$ cat src/rtl/seq_det_pkg.sv
// Shared types and defaults for the parametrised serial pattern detector.
package seq_det_pkg;

    localparam int PAT_W     = 32;
    localparam int CFG_LEN_W = 6;

    localparam logic [7:0] DEF_PATTERN_C = 8'b0000_1010;
    localparam int         DEF_LEN_C     = 4;
    localparam bit         DEF_OVERLAP_C = 1'b1;

    typedef struct packed {
        logic [PAT_W-1:0]     pattern;
        logic [CFG_LEN_W-1:0] len;
        logic                 overlap;
    } cfg_t;

    function automatic int len_w(input int max_len);
        return $clog2(max_len + 1);
    endfunction

endpackage

$ cat src/rtl/seq_sat_counter.sv
// Saturating event counter with synchronous clear.
module seq_sat_counter #(
    parameter int CNT_W = 16
) (
    input  logic             clk,
    input  logic             reset,
    input  logic             inc,
    input  logic             clr,
    output logic [CNT_W-1:0] count
);

    always_ff @(posedge clk) begin
        if (reset) begin
            count <= '0;
        end else if (clr) begin
            count <= '0;
        end else if (inc && count != '1) begin
            count <= count + CNT_W'(1);
        end
    end

endmodule

$ cat src/rtl/seq_detector_param.sv
// Runtime-programmable serial pattern detector with match pulse and counter.
module seq_detector_param
    import seq_det_pkg::*;
#(
    parameter int               MAX_LEN     = 8,
    parameter int               CNT_W       = 16,
    parameter logic [MAX_LEN-1:0] DEF_PATTERN = DEF_PATTERN_C,
    parameter int               DEF_LEN     = DEF_LEN_C,
    parameter bit               DEF_OVERLAP = DEF_OVERLAP_C,
    localparam int              LEN_W       = len_w(MAX_LEN)
) (
    input  logic               clk,
    input  logic               reset,
    input  logic               cfg_we,
    input  logic [MAX_LEN-1:0] cfg_pattern,
    input  logic [LEN_W-1:0]   cfg_len,
    input  logic               cfg_overlap,
    output logic               cfg_err,
    input  logic               din_valid,
    input  logic               din,
    output logic               match,
    output logic [CNT_W-1:0]   match_count,
    input  logic               cnt_clr
);

    localparam cfg_t DEF_CFG = '{
        pattern: PAT_W'(DEF_PATTERN),
        len:     CFG_LEN_W'(DEF_LEN),
        overlap: DEF_OVERLAP
    };

    cfg_t               cfg_q;
    logic [MAX_LEN-1:0] hist;
    logic [LEN_W-1:0]   fill;

    logic [MAX_LEN-1:0] cur_pat;
    logic [LEN_W-1:0]   cur_len;
    logic [MAX_LEN-1:0] hist_next;
    logic [LEN_W-1:0]   fill_next;
    logic [MAX_LEN-1:0] mask;
    logic               accept;
    logic               cfg_ok;
    logic               hit;
    logic               unused_cfg;

    assign cur_pat    = cfg_q.pattern[MAX_LEN-1:0];
    assign cur_len    = cfg_q.len[LEN_W-1:0];
    assign unused_cfg = ^cfg_q;
    assign accept     = din_valid && !cfg_we && !reset;
    assign cfg_ok     = (cfg_len != '0) && (int'(cfg_len) <= MAX_LEN);

    // Only the low len bits of the window take part in the compare.
    always_comb begin
        hist_next = {hist[MAX_LEN-2:0], din};
        fill_next = fill;
        if (int'(fill) < MAX_LEN) begin
            fill_next = fill + LEN_W'(1);
        end
        mask = {MAX_LEN{1'b1}} >> (MAX_LEN - int'(cur_len));
        hit  = accept
            && (fill_next >= cur_len)
            && (((hist_next ^ cur_pat) & mask) == '0);
    end

    always_ff @(posedge clk) begin
        if (reset) begin
            cfg_q   <= DEF_CFG;
            hist    <= '0;
            fill    <= '0;
            match   <= 1'b0;
            cfg_err <= 1'b0;
        end else if (cfg_we) begin
            hist    <= '0;
            fill    <= '0;
            match   <= 1'b0;
            cfg_err <= !cfg_ok;
            if (cfg_ok) begin
                cfg_q <= '{
                    pattern: PAT_W'(cfg_pattern),
                    len:     CFG_LEN_W'(cfg_len),
                    overlap: cfg_overlap
                };
            end
        end else begin
            cfg_err <= 1'b0;
            match   <= hit;
            if (din_valid) begin
                hist <= hist_next;
                fill <= (hit && !cfg_q.overlap) ? '0 : fill_next;
            end
        end
    end

    seq_sat_counter #(
        .CNT_W(CNT_W)
    ) u_cnt (
        .clk  (clk),
        .reset(reset),
        .inc  (hit),
        .clr  (cnt_clr),
        .count(match_count)
    );

endmodule

$ cat config.mk
export PLATFORM = sky130hd
export DESIGN_NAME = seq_detector_param
export DESIGN_NICKNAME = d
export VERILOG_FILES = /design/src/rtl/seq_det_pkg.sv /design/src/rtl/seq_sat_counter.sv /design/src/rtl/seq_detector_param.sv
export SDC_FILE = /design/constraint.sdc
export NUM_CORES = 1
export LEC_CHECK = 0
export ABC_AREA = 1
export CORE_ASPECT_RATIO = 0.9
export CORE_MARGIN = 5
export CORE_UTILIZATION = 54
export CTS_CLUSTER_SIZE = 25
export DETAILED_ROUTE_END_ITERATION = 12
export PLACE_DENSITY = 0.8
export REMOVE_ABC_BUFFERS = 1
export SLEW_MARGIN = 20
export SYNTH_ARGS = -nofsm -noshare
export SYNTH_HDL_FRONTEND = slang
export SYNTH_SLANG_ARGS = --single-unit
$ cat constraint.sdc
create_clock -name clk -period 3.1 [get_ports clk]
set_clock_uncertainty 0.2 [all_clocks]
set_input_delay 0.93 -clock clk [delete_from_list [all_inputs] [get_ports clk]]
set_output_delay 0.93 -clock clk [all_outputs]
set_load 0.02 [all_outputs]
==> flow_summary_export.csv, run 1 <==
group,metric,value,unit
outcome,status,"finished, final reports clean",
global_routing,grt_max_degree,19,
global_routing,grtUsageTotal,20.7,%
synthesis,ys_warn_count,0,
setup_path,cp.depth,13,
setup_path,reg2reg_depth,12,
finish,final-seq-area,841,um2
global_routing,grt_pass1_vias,2043,
sta,finalHoldViolCount,0,
sta,setup_tns,0,ps
setup_path,worstSetupStartpoint,"din",
run,maxCapViolations,0,
setup_path,worstSetupPathType,"in -> reg",
clock_network,cts.clk_slew.worst_paths,70,ps
synthesis,synth_compound_area_share,14.7,%
place,place_ws,198,ps
floorplan,die_x,80.1,um
global_routing,antenna_found_initial,0,
sta,max-slew-margin-rel,70.4,%
global_routing,grt_pass1_wl,9530,um
synthesis,netlist_area,2390,um2
setup_path,r2r_start,"fill[0]",
detailed_routing,vias_per_cell,5.08,
synthesis,synth_simple_gate_area_share,30.4,%
setup_path,crit_end,"u_cnt.count[7]",
sta,fin_ws,457,ps
finish,area_growth,22.3,%
finish,drive_gt1_share,8.76,%
floorplan,die_area,5860,um2
synthesis,ys_seq_area_share,35.2,%
power_and_ir_drop,power_density,376,nW/um2
clock_network,post_cts_resized,0,
sta,fin_crit,2640,ps
power_and_ir_drop,p_sw_share,26.6,%
setup_path,slowest_stage,"clkdlybuf4s50_1",
place,place_inst,442,
finish,layout_commonest_cell,"nand2_1",
setup_path,critPathLaunchType,"input port",
sta,grt_setup_unrepaired,"false",
floorplan,core,4370,um2
detailed_routing,first_pass_iters,4,
synthesis,synthCells,346,
power_and_ir_drop,power,1.10,mW
power_and_ir_drop,comb_power_share,14.7,%
detailed_routing,antenna_left,0,
clock_network,clockRootBuffer,"clkbuf_8",
clock_network,insertion_delay,300,ps
setup_path,path_buf_inv,3,
synthesis,synthAdderAreaFrac,3.67,%
sta,fmax,0.378,GHz
floorplan,ioPinCount,37,
hold_path,min_path_type,"reg -> reg",
synthesis,syn_area_per_cell,6.90,um2
clock_network,htreeDepth,2,
finish,multi_input_area,1340,um2
detailed_routing,drcViolationCount,0,
power_and_ir_drop,p_int,805,uW
finish,nFillCells,404,
clock_network,cts_tree,"built",
sta,tightest_slew,443,ps
power_and_ir_drop,peakVddDrop,0.000344,V
power_and_ir_drop,power_frac_seq,52.0,%
finish,mostFrequentLayoutCells,"nand2_1, dfxtp_1, inv_1",
synthesis,synth_top_family_by_area,"simple AND/OR/NAND/NOR gates",
place,place_hpwl,4160,um
synthesis,synth-xor-area-share,7.33,%
setup_path,end_kind,"flip-flop",
setup_path,cpMostUsedCell,"nand2_1",
finish,final_nets,413,
sta,finalCritPeriodShare,85.3,%
synthesis,ys_ff_latch,42,
clock_network,cts.sinks,42,
place,io_buffers,36,
sta,setup_viol,0,
setup_path,crit_fanout,18,
floorplan,dieHeight,73.1,um
clock_network,numCtsBuffers,5,
detailed_routing,detail_route.wirelength,5580,um
clock_network,cts_hold_buf,0,
setup_path,crit_required,3130,ps
setup_path,crit_path_cell_trace,"clkdlybuf4s50_1, inv_1, nand2_1, nand2_1, nand2_1, nand2_1, nand2_1, inv_2, nand2_1, nand2_1, nor2_4, nand3_1, a21oi_2",
floorplan,start_util,54.6,%
finish,finalNonFillerCells,450,
place,gp_congestion,0.861,
floorplan,core.rowCount,23,
setup_path,max_stage_delay,510,ps
detailed_routing,vias,2288,
synthesis,muxShareOfSynthArea,0,%
power_and_ir_drop,p_leak,1.12,nW
detailed_routing,drt_first_iter_violations,135,
clock_network,cts_setup_buffers,0,
clock_network,clock_path_buffers,2,
detailed_routing,wl_per_cell,12.4,um
power_and_ir_drop,clkPwrFrac,33.3,%
power_and_ir_drop,switching_power,292,uW
global_routing,overflow,0,
setup_path,regToRegEndpoint,"u_cnt.count[7]",
sta,drv_slew,0,
setup_path,reg2reg_slack,580,ps
finish,num_antenna_cells,0,
synthesis,yosysUniqueCellTypes,28,
setup_path,crit_family,"simple AND/OR/NAND/NOR gates",
setup_path,arrival,2670,ps
==> state kept, by name, summed over array words and instances (netlist names) <==
| register | cells |
|---|---|
| cfg_q | 13 |
| hist | 7 |
| fill | 4 |
| match | 1 |
| u_cnt.count | 16 |
| cfg_err | 1 |
==> per-layer routing <==
layer | wire (um) | vias to the layer above | share of wire [%] | track usage, %
met3 | 344 | 7 | 6.2 | 6.05
met2 | 2400 | 62 | 43 | 28.8
li1 | - | 1199 | - | -
met4 | 67 | 0 | 1.2 | 6.00
met1 | 2770 | 1020 | 50 | 30.8
met5 | 0 | - | 0 | 0
==> final cells by class <==
| type | count | share of cell area, % |
|---|---|---|
| tap | 62 | 2.66 |
| sequential | 42 | 28.8 |
| inverter | 44 | 5.66 |
| clock inverter | 1 | 0.171 |
| timing repair buffer | 42 | 13.9 |
| multi-input combinational | 252 | 45.9 |
| clock buffer | 7 | 2.96 |
==> per-stage QoR <==
stage | hold slack, ps | utilization, % | area, um2
3_3_place_gp | 260 | 64.7 | 2830
3_5_place_dp | 265 | 64.7 | 2830
2_1_floorplan | 244 | - | 2350
4_1_cts | 275 | 66.8 | 2920
5_1_grt | 305 | 66.8 | 2920
6_report | 270 | 66.8 | 2920
==> logic make-up (layout without fill, tap and decap cells) <==
| group | Yosys count | in the layout |
|---|---|---|
| AND/OR/NAND/NOR | 166 | 166 |
| AO/OA/AOI/OAI | 59 | 59 |
| buffers and inverters | 52 | 94 |
| flip-flops | 42 | 42 |
| XOR/XNOR | 20 | 20 |
| adder cells (fa/ha/maj) | 7 | 7 |
==> synth_stat cells, drive strengths merged <==
| library cell | number | area, um2 |
|---|---|---|
| o21bai | 1 | 7.51 |
| nand2 | 93 | 349 |
| a211oi | 1 | 7.51 |
| a21boi | 1 | 7.51 |
| o21ai | 15 | 75.1 |
| nor2 | 31 | 129 |
| inv | 44 | 165 |
| o31ai | 1 | 7.51 |
| nand4 | 5 | 31.3 |
| buf | 3 | 23.8 |
| dfxtp | 42 | 841 |
| nand3b | 1 | 7.51 |
| nand3 | 33 | 190 |
| xnor2 | 9 | 78.8 |
| ha | 7 | 87.6 |
| nor3 | 3 | 20.0 |
| xor2 | 11 | 96.3 |
| clkbuf | 5 | 18.8 |
| o211ai | 3 | 22.5 |
| a21oi | 37 | 223 |
==> worst reg2reg max path: cells and delay by family (launching register included) <==
| kind | cells | cell delay, ps |
|---|---|---|
| adder cells (fa/ha/maj) | 2 | 570 |
| AND/OR/NAND/NOR | 5 | 830 |
| buffers and inverters | 2 | 90 |
| AO/OA/AOI/OAI | 3 | 380 |
| flip-flops | 1 | 400 |
==> power groups by stage <==
stage          registers, mW  clock network (mW)  logic, mW
5_1_grt                0.573               0.402      0.182
3_5_place_dp           0.583                   0      0.158
2_1_floorplan          0.580                   0      0.100
4_1_cts                0.570               0.374      0.161
6_report               0.570               0.365      0.161
3_3_place_gp           0.582                   0      0.156
==> worst min path at each step <==
stage	start	end	cells after the start
final	fill[2]	fill[2]	2
after global routing	cfg_q[10]	cfg_q[10]	2
after CTS	fill[2]	fill[2]	2
after detailed placement	fill[2]	fill[2]	2
after global placement	cfg_q[9]	cfg_q[9]	2
after floorplan	cfg_q[9]	cfg_q[9]	2
Note: power is estimated with default switching activity, not from simulation.
==> run 2, diff against run 1 <==
- PLACE_DENSITY: 0.8 -> 0.83
- SYNTH_HIERARCHICAL: default -> 1
- clock period: 3.1 -> 2.8 ns (I/O delays scaled with it)
==> run 2 against run 1 <==
  * Power up 9.4%
  * Worst setup slack worse by 310 ps
  * Flip-flop and latch count is the same
  * First-iteration DRC count decreased by 30%
  * Register-to-register slack lost 430 ps
  * Largest cell class unchanged
  * Highest routed layer unchanged
==> flow_summary_export.csv, run 2 <==
group,metric,value,unit
synthesis,synth_edf_count,0,
sta,hold-worst-slack,271,ps
clock_network,cts.sinks,42,
sta,finalCritPeriodShare,94.7,%
setup_path,crit_required,2790,ps
synthesis,ys.flop_type,"dfxtp_1",
detailed_routing,wl_per_cell,11.5,um
finish,final_nets,429,
setup_path,crit_path_cell_trace,"ha_1, inv_1, o21ai_0, ha_1, inv_1, nor2_1, nor2_1, o21ai_1, nor2_1, nor2_2, and3_4, inv_2, nor2_4, nand2_2, nor2_2, nand3_1, nand2_1, nor2_1",
global_routing,overflow,0,
global_routing,top_usage_layer,"met2",
synthesis,netlist_top_cells_count,"nand2_1, nor2_1, dfxtp_1",
sta,max-slew-margin-rel,70.4,%
detailed_routing,vias,2317,
floorplan,die_area,5850,um2
sta,fmax,0.377,GHz
setup_path,reg2reg_slack,150,ps
synthesis,synth_area_leaders,"dfxtp_1, nand2_1, nor2_1, inv_1, a21oi_1",
clock_network,cts_tree,"built",
setup_path,arrival,2640,ps
global_routing,grt_pass1_wl,8900,um
place,place_hpwl,4160,um
synthesis,synth_most_common_cell,"nand2_1",
global_routing,met2_usage,35.4,%
power_and_ir_drop,p_sw_share,25.8,%
power_and_ir_drop,switching_power,309,uW
synthesis,yosysUniqueCellTypes,27,
floorplan,core,4370,um2
power_and_ir_drop,p_int,891,uW
synthesis,synthArstFlopShare,0,%
setup_path,reg2reg_depth,18,
power_and_ir_drop,p_leak,1.31,nW
power_and_ir_drop,comb_power_share,14.6,%
place,gp_congestion,0.925,
global_routing,grtUsageTotal,19.2,%
place,io_buffers,36,
synthesis,synthCells,353,
synthesis,ys_ff_latch,42,
setup_path,regToRegEndpoint,"u_cnt/count[14]",
setup_path,end_kind,"flip-flop",
power_and_ir_drop,power,1.20,mW
finish,area_growth,25.8,%
sta,setup_viol,0,
global_routing,grt_max_degree,17,
sta,drv_slew,0,
power_and_ir_drop,power_frac_seq,52.2,%
global_routing,grt_pass1_vias,2119,
clock_network,insertion_delay,290,ps
detailed_routing,vias_per_cell,4.97,
global_routing,gr-usage-met3,3.70,%
hold_path,hp-start,"cfg_q[7]",
setup_path,slowest_stage,"dfxtp_1",
floorplan,die_x,80.1,um
finish,stdcell_area,3000,um2
floorplan,dieHeight,73.1,um
finish,drive_gt1_share,14.6,%
global_routing,antenna_found_initial,0,
synthesis,netlist_area,2390,um2
clock_network,numCtsBuffers,5,
power_and_ir_drop,clkPwrFrac,33.2,%
synthesis,synth_top_area_share,35.2,%
detailed_routing,antenna_left,0,
detailed_routing,drt_first_iter_violations,95,
detailed_routing,detail_route.wirelength,5350,um
hold_path,min_path_type,"reg -> reg",
setup_path,worstSetupPathType,"reg -> reg",
finish,mostFrequentLayoutCells,"nand2_1, nor2_1, dfxtp_1",
sta,tightest_slew,443,ps
hold_path,hold_path_depth,2,
clock_network,cts.clk_slew.worst_paths,80,ps
floorplan,ioPinCount,37,
clock_network,clockRootBuffer,"clkbuf_8",
power_and_ir_drop,power_density,400,nW/um2
sta,finalHoldViolCount,0,
sta,setup_tns,0,ps
finish,biggestRegsByFlops,"u_cnt/count (16), cfg_q (13), hist (7)",
power_and_ir_drop,peakVddDrop,0.000289,V
floorplan,start_util,54.6,%
finish,largest_reg_flops,16,
setup_path,critPathLaunchType,"flip-flop",
clock_network,clock_path_buffers,2,
global_routing,gr-usage-met1,21.6,%
finish,num_antenna_cells,0,
hold_path,hold_path_end,"cfg_q[7]",
synthesis,syn_area_per_cell,6.76,um2
floorplan,core.rowCount,23,
sta,fin_crit,2650,ps
setup_path,max_stage_delay,320,ps
setup_path,r2r_start,"fill[0]",
setup_path,crit_family,"simple AND/OR/NAND/NOR gates",
outcome,status,"finished, final reports clean",
finish,regMostFlops,"u_cnt/count",
detailed_routing,drcViolationCount,0,
setup_path,crit_fanout,4,
clock_network,htreeDepth,2,
run,maxCapViolations,0,
synthesis,ys_seq_area_share,35.2,%
detailed_routing,first_pass_iters,4,
setup_path,path_buf_inv,3,
setup_path,cpMostUsedCell,"nor2_1",
finish,layout_commonest_cell,"nand2_1",
place,placed_cell_area,2870,um2
finish,fin_util,68.6,%
synthesis,yosys.area.top_type,"dfxtp_1",
synthesis,ys_warn_count,6,
-- run 2: cell count changes in the layout (fill, tap and decap cells not counted), moves of 4 or more --
cell     previous run  this run
xnor2_1             9         3
nand2_2             0         4
a21oi_2            10         0
nand3_1            31        21
nand4_1             5         1
buf_4               6        14
nor2_2              2        12
nor2_4              1         7
xor2_1             11         6
nor2_1             28        53
-- run 2: kinds of logic (layout without fill, tap and decap cells) --
logic type      Yosys count  count (layout)  share of synthesized area (%)
compound gates           43              43                           9.49
flops                    42              42                           35.2
xor+xnor                  9               9                           3.30
fa+ha+maj                 7               7                           3.67
simple gates            203             203                           39.4
buf+inv                  49             100                           8.96
-- run 2: power by group through the flow --
stage | sequential [mW] | combinational, mW | clock, mW
4_1_cts | 0.627 | 0.175 | 0.408
5_1_grt | 0.629 | 0.197 | 0.438
3_5_place_dp | 0.641 | 0.172 | 0
2_1_floorplan | 0.640 | 0.105 | 0
3_3_place_gp | 0.641 | 0.167 | 0
6_report | 0.627 | 0.175 | 0.398
-- run 2: area by class of cell --
| type | instances | area, um2 |
|---|---|---|
| fill | 387 | 1370 |
| clock buffer | 7 | 86.3 |
| tap | 62 | 77.6 |
| sequential | 42 | 841 |
| timing repair buffer | 50 | 465 |
| multi-input combinational | 262 | 1370 |
| clock inverter | 1 | 5.00 |
| inverter | 42 | 158 |
-- run 2: how the worst max path moves through the flow --
stage	from	to	slack, ps	cells after the start
final	fill[0]	u_cnt/count[14]	150	18
after global routing	fill[0]	u_cnt/count[14]	-20	18
after CTS	fill[0]	u_cnt/count[14]	10	18
after detailed placement	din	u_cnt/count[14]	-230	16
after global placement	din	u_cnt/count[14]	-120	16
after floorplan	fill[0]	u_cnt/count[14]	140	18
-- run 2: tightest hold or removal path, stage by stage, from the launching register on --
cell	delay, ps
dfxtp_1	310
inv_1	60
a21oi_1	60
-- run 2: per-stage QoR --
| stage | setup slack, ps | instances |
|---|---|---|
| finish | 149 | 466 |
| detailed placement | -227 | 457 |
| CTS | 11.2 | 465 |
| global placement | -118 | 457 |
| global route | -23.5 | 466 |
| floorplan | 145 | 346 |
-- run 2: layer usage --
layer	share of wire (%)	wire [um]
met5	0	0
met4	1.2	64
met3	4.4	235
met2	53	2850
met1	41	2200
-- run 2: repair_timing --
action,4_1_cts,5_1_grt
pin swaps,0,7
buffers inserted,0,1
resized for setup,2,11
hold buffers,0,0
setup endpoints to repair,4,15
==> run 3, diff against run 2 <==
- CTS_CLUSTER_DIAMETER: default -> 120
- SLEW_MARGIN: 20 -> 30
==> results of run 3 <==
No change in the layout: final DEF, timing and power equal those of run 2.
==> RTL edit (flow settings as in run 3) <==
Reset style: asynchronous (`reset`), changed in 2 clocked blocks.
--- a/src/rtl/seq_sat_counter.sv
+++ b/src/rtl/seq_sat_counter.sv
@@ -9,7 +9,7 @@
     output logic [CNT_W-1:0] count
 );
 
-    always_ff @(posedge clk) begin
+    always_ff @(posedge clk or posedge reset) begin
         if (reset) begin
             count <= '0;
         end else if (clr) begin
--- a/src/rtl/seq_detector_param.sv
+++ b/src/rtl/seq_detector_param.sv
@@ -62,7 +62,7 @@
             && (((hist_next ^ cur_pat) & mask) == '0);
     end
 
-    always_ff @(posedge clk) begin
+    always_ff @(posedge clk or posedge reset) begin
         if (reset) begin
             cfg_q   <= DEF_CFG;
             hist    <= '0;
Formal check against the unedited RTL: differs if reset is asserted again (counterexample within 4 cycles, from zero or initial values and one cycle with reset high); with reset held inactive, the same outputs for 10 cycles.
==> RTL edit against run 3 <==
- cell count decreased by 0.21%
- sequential cell count unchanged
- count of clock-buffer cells in the layout decreased by 1
- synthesized area increased by 7.7%
- routed wire length increased by 17%
- sequential power increased by 7.7%
- worst setup slack got worse by 0.11 ns
- final area increased by 9.5%
- maximum frequency decreased by 4.1%
- power increased by 17%
- largest cell class unchanged
- highest routed layer unchanged
==> RTL edit: results (changes against run 3) <==
ANT cells=0 (unchanged); top post-synthesis cells by count=nand2_1, inv_1, dfrtp_1; Yosys cell types=35 (+30%); Crit Path Max Fanout=3 (-1); Synth area leaders=dfrtp_1, nand2_1, inv_1; CP Launch Type=flip-flop; Yosys warning count=6 (unchanged); H-tree depth=2 (unchanged); hold crit path type=reg2reg; number of nets in the layout=428 (-0.23%); clk slew on worst S/H paths=0.08 ns (about the same); Die Width=82.7 µm (+3.3%); register area share after synthesis=41.1% (+5.9 points); worst slew pin tran=0.508 ns (+0.0652 ns); share of post-route cells with drive strength above 1=17.1% (+2.5 points); Leak=0.00164 µW (+25%); vias in the first global route=2,362 (+11%); vias per cell=5.31 (+6.9%); top_reg_cell synth=dfrtp_1; GR Util All Layers=21.0% (+1.7 points); clock buffer depth=2 (unchanged); drt total wl=6280 µm (+17%); met1 usage=27.2% (+5.6 points); Root Buffer=clkbuf_8; 1st-iter DRT viols=199 (+110%); CP arrival=2.75 ns (+0.11 ns); CTS Buf Count=5 (unchanged); grt met2 use=33.5% (-1.8 points); worst-skew pair later-pin latency=0.29 ns (about the same); biggest regs=u_cnt/count: 16 flops, cfg_q: 13 flops, hist: 7 flops; placer's final routability congestion estimate=0.899 (-2.8%); maximum vdd ir drop=356 µV (+23%); met3 Use GR=4.49% (+0.79 points); largest net degree at the start of global routing=27 (+10); first-pass GRT wire length=10,100 µm (+13%); antenna violations before repair=0 (unchanged); Pre-antenna DRT Iters=5 (+1); IO buf count=36 (unchanged); FFs w/ async S/R, synth=100% (+100 points); status=finished, final reports clean; post-detail-place hpwl=4590 µm (+10%)
RTL edit: repair_timing:
item | CTS | global route
gates resized for setup | 3 | 12
hold buffers | 0 | 0
setup endpoints to repair | 15 | 16
setup buffers | 1 | 3
pin swaps | 1 | 9
RTL edit: area by class of cell:
cell class | count | area [µm²]
Multi-Input combinational cell | 244 | 1340
Sequential cell | 42 | 1060
Fill cell | 356 | 1230
Clock inverter | 2 | 12.5
Clock buffer | 6 | 82.6
Timing Repair Buffer | 56 | 523
Tap cell | 62 | 77.6
Inverter | 53 | 201
RTL edit: logic make-up after synthesis:
family,after synthesis,synth area share (%)
AND/OR/NAND/NOR,197,35.2
multiplexers,4,2.04
XOR/XNOR,9,3.07
flip-flops,42,41.1
AO/OA/AOI/OAI,27,5.89
adder cells (fa/ha/maj),7,3.41
buffers and inverters,59,9.30
RTL edit: metal layers:
metal	part of all wire (%)	vias to the layer above	routed length [µm]
met5	0	-	0
met1	46	1172	2860
met4	2.1	0	131
met2	47	86	2960
met3	5.2	13	325
li1	-	1200	-
RTL edit: stage by stage:
step	std cells	hold slack [ns]	setup slack [ns]	utilization (%)	instance area, µm²
final	465	0.296	0.0365	72.8	3290
after floorplan	339	0.249	0.102	-	2530
after global placement	453	0.265	0.0379	68.6	3100
after CTS	462	0.296	0.0345	71.1	3210
after global routing	465	0.337	-0.0597	72.8	3290
after detailed placement	453	0.273	-0.0259	68.6	3100
RTL edit: critical path, stage by stage, from the launching register on:
cell and delay [ns]:
dfrtp_1 0.44, ha_4 0.26, inv_2 0.06, o21ai_4 0.06, ha_4 0.28, inv_2 0.03
o21bai_1 0.14, nand3_1 0.11, nand3_2 0.08, nand2_2 0.06, a21oi_4 0.12, and2_4 0.17
inv_4 0.04, nor2_1 0.10, nand3_1 0.13, nor2_2 0.17, nand3_1 0.10, nand2_1 0.07
nor2_1 0.05
RTL edit: final timing paths:
path	slack, ns	startpoint	depth (start not counted)	end
max in group asynchronous	1.29	reset	3	cfg_q[10]
hold reg to reg	0.30	fill[2]	2	fill[2]
hold / removal	0.30	fill[2]	2	fill[2]
setup / recovery	0.04	fill[1]	18	u_cnt/count[14]
min in group asynchronous	0.78	reset	3	u_cnt/count[8]
setup reg to reg	0.04	fill[1]	18	u_cnt/count[14]
RTL edit: where the power goes:
part	switching (µW)	internal, µW	leakage [µW]
Sequential	27.2	647	0.000546
Combinational	178	148	0.00104
Clock	211	198	0.0000472
